**config.mk**
```make
export PLATFORM = sky130hd
export DESIGN_NAME = btn_conditioner
export DESIGN_NICKNAME = d
export VERILOG_FILES = /design/src/rtl/simon_pkg.sv /design/src/rtl/btn_debounce.sv /design/src/rtl/btn_conditioner.sv
export SDC_FILE = /design/constraint.sdc
export NUM_CORES = 1
export LEC_CHECK = 0
export ABC_AREA = 1
export BUFFER_PORTS_ARGS = -buffer_cell sky130_fd_sc_hd__buf_2
export CORE_ASPECT_RATIO = 1.4
export CORE_MARGIN = 4
export CORE_UTILIZATION = 56
export CTS_BUF_LIST = sky130_fd_sc_hd__clkbuf_16
export CTS_CLUSTER_SIZE = 25
export DETAILED_ROUTE_END_ITERATION = 16
export PLACE_DENSITY = 0.82
export SKIP_LAST_GASP = 1
export SYNTH_ARGS = -nofsm -noshare
export SYNTH_HDL_FRONTEND = slang
export SYNTH_SLANG_ARGS = --single-unit
```
**constraint.sdc**
```tcl
create_clock -name clk -period 2.5 [get_ports clk]
set_input_delay 0 -clock clk [delete_from_list [all_inputs] [get_ports clk]]
set_output_delay 0 -clock clk [all_outputs]
set_load 0.05 [all_outputs]
```
**src/rtl/simon_pkg.sv**
```systemverilog
// -----------------------------------------------------------------------------
// simon_pkg
//   Shared types and constants for the Simon game front end.
//
//   btn_code_t  : 2-bit code of a push-button event.
//   BTN_U/L/R/D : codes for the up, left, right and down buttons.
//   N_BTN       : number of push-buttons.
//   prio_encode : lowest-index-wins encoder over a vector of rise pulses.
// -----------------------------------------------------------------------------
package simon_pkg;

  localparam int N_BTN = 4;

  typedef logic [1:0] btn_code_t;

  localparam btn_code_t BTN_U = 2'd0;
  localparam btn_code_t BTN_L = 2'd1;
  localparam btn_code_t BTN_R = 2'd2;
  localparam btn_code_t BTN_D = 2'd3;

  // Lowest set index wins. The scan runs from the top down so the last
  // assignment is made by the lowest set bit. An all-zero input gives BTN_U;
  // callers qualify the result with their own "any rise" flag.
  function automatic btn_code_t prio_encode(input logic [N_BTN-1:0] rise);
    btn_code_t code;
    code = BTN_U;
    for (int i = N_BTN - 1; i >= 0; i--) begin
      if (rise[i]) begin
        code = btn_code_t'(i);
      end
    end
    return code;
  endfunction

endpackage

```
**src/rtl/btn_debounce.sv**
```systemverilog
// -----------------------------------------------------------------------------
// btn_debounce
//   One push-button input path: a two-flop synchroniser, a stability counter
//   and the debounced level. The level changes only after the synchronised
//   input has differed from it for DEBOUNCE_CYCLES consecutive clocks.
//
//   Parameters:
//     DEBOUNCE_CYCLES : clocks of stability needed to change the level (>= 2).
//
//   Ports:
//     clk    in   system clock
//     reset  in   asynchronous, active-high reset
//     btn    in   raw button, asynchronous to clk
//     level  out  debounced level
//     rise   out  one-clock pulse, high in the clock after level goes 0->1
// -----------------------------------------------------------------------------
module btn_debounce #(
  parameter int DEBOUNCE_CYCLES = 1_000_000
) (
  input  logic clk,
  input  logic reset,
  input  logic btn,
  output logic level,
  output logic rise
);

  localparam int CNT_W = $clog2(DEBOUNCE_CYCLES);
  localparam logic [CNT_W-1:0] CNT_MAX = CNT_W'(DEBOUNCE_CYCLES - 1);

  logic             r_meta;
  logic             r_sync;
  logic [CNT_W-1:0] r_cnt;
  logic             r_level;
  logic             r_rise;

  always_ff @(posedge clk or posedge reset) begin
    if (reset) begin
      r_meta  <= 1'b0;
      r_sync  <= 1'b0;
      r_cnt   <= '0;
      r_level <= 1'b0;
      r_rise  <= 1'b0;
    end else begin
      // NOTE: sequential state uses non-blocking assignments so every flop
      // samples the pre-edge value of the others (r_sync sees the old r_meta).
      r_meta <= btn;
      r_sync <= r_meta;
      r_rise <= 1'b0;
      if (r_sync == r_level) begin
        r_cnt <= '0;
      end else if (r_cnt == CNT_MAX) begin
        // Stable for long enough: accept the new value. The rise pulse is
        // registered alongside the level so both appear after the same edge.
        r_cnt   <= '0;
        r_level <= ~r_level;
        r_rise  <= ~r_level;
      end else begin
        r_cnt <= r_cnt + CNT_W'(1);
      end
    end
  end

  assign level = r_level;
  assign rise  = r_rise;

endmodule

```
**src/rtl/btn_conditioner.sv**
```systemverilog
// -----------------------------------------------------------------------------
// btn_conditioner
//   Conditions the four raw push-buttons (U, L, R, D) for the Simon FSM:
//   per-button synchronise + debounce, lowest-index priority encode of the
//   rising edges, and a one-deep valid/take event register with a sticky
//   overrun flag.
//
//   Build option: define BTN_COND_AUTOREPEAT_EN to add auto-repeat. While the
//   most recently accepted button is the only one held, a synthetic press of
//   that button is injected every REPEAT_CYCLES clocks.
//
//   Parameters:
//     DEBOUNCE_CYCLES : debounce stability time in clocks (>= 2).
//     REPEAT_CYCLES   : auto-repeat period in clocks (auto-repeat build only).
//
//   Ports:
//     clk        in   system clock (100 MHz)
//     reset      in   asynchronous, active-high reset
//     btn[3:0]   in   raw buttons, active-high; bit0=U bit1=L bit2=R bit3=D
//     take       in   consumer strobe; pops the held event
//     btn_valid  out  an event is held
//     btn_val    out  code of the held event (kept after it is taken)
//     btn_level  out  debounced button levels
//     overrun    out  sticky; an event was dropped because one was held
// -----------------------------------------------------------------------------
module btn_conditioner
  import simon_pkg::*;
#(
  parameter int DEBOUNCE_CYCLES = 1_000_000,
  parameter int REPEAT_CYCLES   = 50_000_000
) (
  input  logic             clk,
  input  logic             reset,
  input  logic [N_BTN-1:0] btn,
  input  logic             take,
  output logic             btn_valid,
  output btn_code_t        btn_val,
  output logic [N_BTN-1:0] btn_level,
  output logic             overrun
);

  logic [N_BTN-1:0] w_level;
  logic [N_BTN-1:0] w_rise_db;
  logic [N_BTN-1:0] w_rep_rise;
  logic [N_BTN-1:0] w_rise;
  logic             w_rise_any;
  btn_code_t        w_code;

  logic             r_valid;
  btn_code_t        r_val;
  logic             r_overrun;
  logic             w_valid_nxt;
  btn_code_t        w_val_nxt;
  logic             w_overrun_nxt;

  // ---------------------------------------------------------------------------
  // Per-button synchronise and debounce
  // ---------------------------------------------------------------------------
  for (genvar i = 0; i < N_BTN; i++) begin : g_btn
    btn_debounce #(
      .DEBOUNCE_CYCLES(DEBOUNCE_CYCLES)
    ) u_debounce (
      .clk  (clk),
      .reset(reset),
      .btn  (btn[i]),
      .level(w_level[i]),
      .rise (w_rise_db[i])
    );
  end

  // ---------------------------------------------------------------------------
  // Optional auto-repeat
  // ---------------------------------------------------------------------------
`ifdef BTN_COND_AUTOREPEAT_EN
  localparam int REP_W = $clog2(REPEAT_CYCLES);
  localparam logic [REP_W-1:0] REP_MAX = REP_W'(REPEAT_CYCLES - 1);

  logic [REP_W-1:0] r_rep_cnt;
  logic [N_BTN-1:0] w_rep_onehot;
  logic             w_hold_ok;
  logic             w_rep_fire;

  // The accepted button is whatever the event register last loaded; repeat
  // only runs while that button is held on its own.
  assign w_rep_onehot = N_BTN'(1) << r_val;
  assign w_hold_ok    = (w_level == w_rep_onehot);
  assign w_rep_fire   = w_hold_ok && (r_rep_cnt == REP_MAX);
  assign w_rep_rise   = w_rep_fire ? w_rep_onehot : '0;

  // A real rise restarts the period, so the first repeat lands REPEAT_CYCLES
  // clocks after the genuine press is presented to the event register.
  always_ff @(posedge clk or posedge reset) begin
    if (reset) begin
      r_rep_cnt <= '0;
    end else if (!w_hold_ok || (|w_rise_db) || w_rep_fire) begin
      r_rep_cnt <= '0;
    end else begin
      r_rep_cnt <= r_rep_cnt + REP_W'(1);
    end
  end
`else
  // REPEAT_CYCLES has no function in this build.
  logic w_unused_repeat_cfg;
  assign w_unused_repeat_cfg = (REPEAT_CYCLES > 1);
  assign w_rep_rise          = '0;
`endif

  // ---------------------------------------------------------------------------
  // Priority encoder: lowest index wins, losers are discarded silently
  // ---------------------------------------------------------------------------
  assign w_rise     = w_rise_db | w_rep_rise;
  assign w_rise_any = |w_rise;
  assign w_code     = prio_encode(w_rise);

  // ---------------------------------------------------------------------------
  // Event register
  // ---------------------------------------------------------------------------
  always_comb begin
    // NOTE: defaults come first so every path assigns every output and no
    // latch is inferred.
    w_valid_nxt   = r_valid;
    w_val_nxt     = r_val;
    w_overrun_nxt = r_overrun;
    if (w_rise_any) begin
      if (!r_valid || take) begin
        // Empty, or the held event is popped this same edge: load the new one.
        w_valid_nxt = 1'b1;
        w_val_nxt   = w_code;
      end else begin
        // Full and nobody is taking: keep the old event, flag the loss.
        w_overrun_nxt = 1'b1;
      end
    end else if (r_valid && take) begin
      w_valid_nxt = 1'b0;
    end
  end

  always_ff @(posedge clk or posedge reset) begin
    if (reset) begin
      r_valid   <= 1'b0;
      r_val     <= BTN_U;
      r_overrun <= 1'b0;
    end else begin
      r_valid   <= w_valid_nxt;
      r_val     <= w_val_nxt;
      r_overrun <= w_overrun_nxt;
    end
  end

  assign btn_valid = r_valid;
  assign btn_val   = r_val;
  assign btn_level = w_level;
  assign overrun   = r_overrun;

endmodule

```
==> impl_metrics.ini <==
[status]
status = complete, no violations

[logic_synthesis]
mappedNetlistArea_um2 = 5325
synth_cells = 661
synth.avg_cell_area_um2 = 8.056
ys_ff_latch = 100
synthDistinctLibCells = 32
synth.yosys.warnings = 0
mappedNetlistNets = 672
async_flop_share = 1.000
synth_seq_area_share = 0.4699
synth-edff-count = 0
synth-main-ff-cell = dfrtp_1

[timing]
fmax_mhz = 673.2
final.min_clock_period_ps = 1485
hold_violations = 0
clock_skew_ps = 10.96
maxSlewViolCount = 0
post-route-period-util = 0.5942
final.setup.tns_ps = 0
setup_viol = 0
worst_slew_pin_slew_ps = 412.6
max-slew-margin-rel = 0.7249
rsz0062_at_grt = no

[routing]
wl_per_cell_um = 13.49
drtIter0Drc = 232
drc = 0
drt_first_pass_iters = 5
totalWireLength_mm = 10.81
vias_per_cell = 5.422
antenna_violating_nets_post_route = 0
detailroute.via_count = 4343

[power]
clockPowerShare = 0.458
total_switching_power_uw = 796.4
switching_share = 0.2419
share_comb_of_total_power = 0.038
p_int_uw = 2497
vdd_drop_max_v = 0.0004653
seqPwrFrac = 0.504
power.density_cell_area_nw_per_um2 = 557.2
p_leak_uw = 0.002643

[die]
io_pins = 15
initial_cell_density_of_the_core = 0.5832
floorplan.die_area_um2 = 11160
die_w_um = 90.42
placementRows = 41
fp.coreArea_um2 = 9131
dieHeight_um = 123.4

[cells_and_area]
insertedDiodeCount = 0
top_library_cells_by_usage_in_the_layout_fill_and_taps_aside = nor2_1, nand2_1, dfrtp_1
layout_commonest_cell = nor2_1
post_route_cells_drive_above_1_share = 0.1153
fin_util = 0.6472
finalNetCount = 700
syn_to_final_growth_pct = 10.97
finalNonFillerCells = 801

[placement]
place.detailed.hpwl_mm = 7.687
buffer_ports.inserted = 14
gp_congestion = 0.9140
dpl.cell_count = 779

[critical_path]
capture_instance_of_the_worst_register_to_register_path = g_btn[3].u_debounce.r_cnt[9]
endpoint_kind = flip-flop
cp_cell_sequence = ha_1 > nand3_4 > nor2_4 > nand3_2 > nand2_1 > nor2_1
timing.critical_path.fanout_max = 6
timing.critical_path.from_type = flip-flop
critical_path_class = reg2reg
timing.rr.start = g_btn[3].u_debounce.r_cnt[0]
ff2ff_path_depth = 6
critical_path.top_delay_family = simple AND/OR/NAND/NOR gates
rrSetupSlack_ps = 1010
critPathBufInv = 0
timing.critical_path.slowest_stage_cell = dfrtp_1
critical-path-max-stage-delay_ps = 380
critical_path_arrival_ps = 1730
timing.critical_path.required_ps = 2740

[grt]
gr_overflow_total = 0
global_route.usage.total = 0.2123
grt_start_max_net_pins = 57
grt_pass1_wl_mm = 19.02
first_global_vias = 4427
grt_antenna_before_repair = 0

[clock_network]
ctsLongestPathBuffers = 2
cts_repair_resize_count = 0
clock-root-buffer = clkbuf_16
clkLatencyLatePin_ps = 360
clock_buffers_created_by_tritoncts = 9
worst_setup_hold_path_clk_slew_ps = 80
cts_max_level = 3
clock_net_sink_count = 100
cts_setup_buffers = 0
tritoncts = built

[flow_run]
cap_violations = 0

[worst_hold_path]
worst_hold_path_type = in2async
-- metal layers --
layer,part of all wire,vias up,track usage,wire length [um]
met1,0.42,2054,0.2420,4498
li1,-,2130,-,-
met4,0.035,0,0.1102,382
met2,0.50,123,0.3768,5455
met5,0,-,0,0
met3,0.043,36,0.04626,469
-- worst max path at each step --
stage | cells past startpoint | slack [ps] | end | startpoint
2_1_floorplan | 6 | 1220 | g_btn[3].u_debounce.r_cnt[12] | g_btn[3].u_debounce.r_cnt[0]
3_3_place_gp | 6 | 1080 | g_btn[3].u_debounce.r_cnt[9] | g_btn[3].u_debounce.r_cnt[0]
3_5_place_dp | 6 | 1020 | g_btn[3].u_debounce.r_cnt[3] | g_btn[3].u_debounce.r_cnt[0]
4_1_cts | 6 | 1020 | g_btn[3].u_debounce.r_cnt[9] | g_btn[3].u_debounce.r_cnt[0]
5_1_grt | 7 | 860 | g_btn[0].u_debounce.r_cnt[16] | g_btn[0].u_debounce.r_cnt[0]
6_report | 6 | 1010 | g_btn[3].u_debounce.r_cnt[9] | g_btn[3].u_debounce.r_cnt[0]
-- registers in the layout, summed over array words and instances, names as in the netlist --
| signal | cells |
|---|---|
| btn_val | 2 |
| btn_valid | 1 |
| g_btn.u_debounce.level | 4 |
| g_btn.u_debounce.r_cnt | 80 |
| g_btn.u_debounce.r_meta | 4 |
| g_btn.u_debounce.r_sync | 4 |
| g_btn.u_debounce.rise | 4 |
| overrun | 1 |
-- per-stage QoR --
stage / total power [uW] / hold WS [ps] / setup WS [ps] / cell area (um^2)
floorplan: 1775 / 31.43 / 1216 / 5329
global placement: 1806 / -26.98 / 1078 / 5519
detailed placement: 1812 / -22.42 / 1018 / 5519
CTS: 3325 / 146.9 / 1016 / 5909
global route: 3406 / 158.0 / 857.9 / 5909
finish: 3293 / 132.7 / 1015 / 5909
-- cell families (layout without fill, tap and decap cells) --
group / count (synthesis) / count (layout) / share of synthesized area
simple gates: 416 / 416 / 0.3628
buf+inv: 76 / 109 / 0.05780
fa+ha+maj: 4 / 4 / 0.009399
xor+xnor: 45 / 45 / 0.07965
compound gates: 20 / 20 / 0.02044
flops: 100 / 100 / 0.4699
-- cell type report --
type / count / area (um^2)
Clock buffer: 9 / 225.2
Inverter: 71 / 270.3
Timing Repair Buffer: 22 / 157.7
Clock inverter: 7 / 105.1
Sequential cell: 100 / 2502
Multi-Input combinational cell: 485 / 2515
Fill cell: 743 / 3222
Tap cell: 107 / 133.9
-- tightest hold or removal path: cells and delay by family --
kind     cells  cell delay, ps
buf+inv      3             870
-- cell usage after synthesis (4+ instances only) --
| cell | number | area, um^2 |
|---|---|---|
| a21oi_1 | 9 | 45.04 |
| buf_4 | 4 | 30.03 |
| dfrtp_1 | 100 | 2502 |
| ha_1 | 4 | 50.05 |
| inv_1 | 68 | 255.2 |
| nand2_1 | 115 | 431.7 |
| nand2_2 | 12 | 75.07 |
| nand3_1 | 71 | 355.3 |
| nand3_2 | 4 | 40.04 |
| nand4_1 | 6 | 37.54 |
| nor2_1 | 163 | 611.8 |
| nor2_2 | 8 | 50.05 |
| nor2_4 | 8 | 90.09 |
| nor3_1 | 12 | 60.06 |
| o21ai_1 | 5 | 25.02 |
| xnor2_1 | 14 | 122.6 |
| xor2_1 | 27 | 236.5 |
| xor2_2 | 4 | 65.06 |
-- power by group through the flow --
stage | Sequential, uW | Combinational (uW) | Clock (uW)
2_1_floorplan | 1690 | 82.2 | 0
3_3_place_gp | 1690 | 117 | 0
3_5_place_dp | 1690 | 122 | 0
4_1_cts | 1660 | 130 | 1540
5_1_grt | 1660 | 145 | 1600
6_report | 1660 | 125 | 1510
-- what timing repair did --
item,CTS,global route
endpoints found under the hold margin,72,0
hold buffers,6,0
setup endpoints to repair,0,0
No activity file was read; power rests on OpenSTA's default activity.
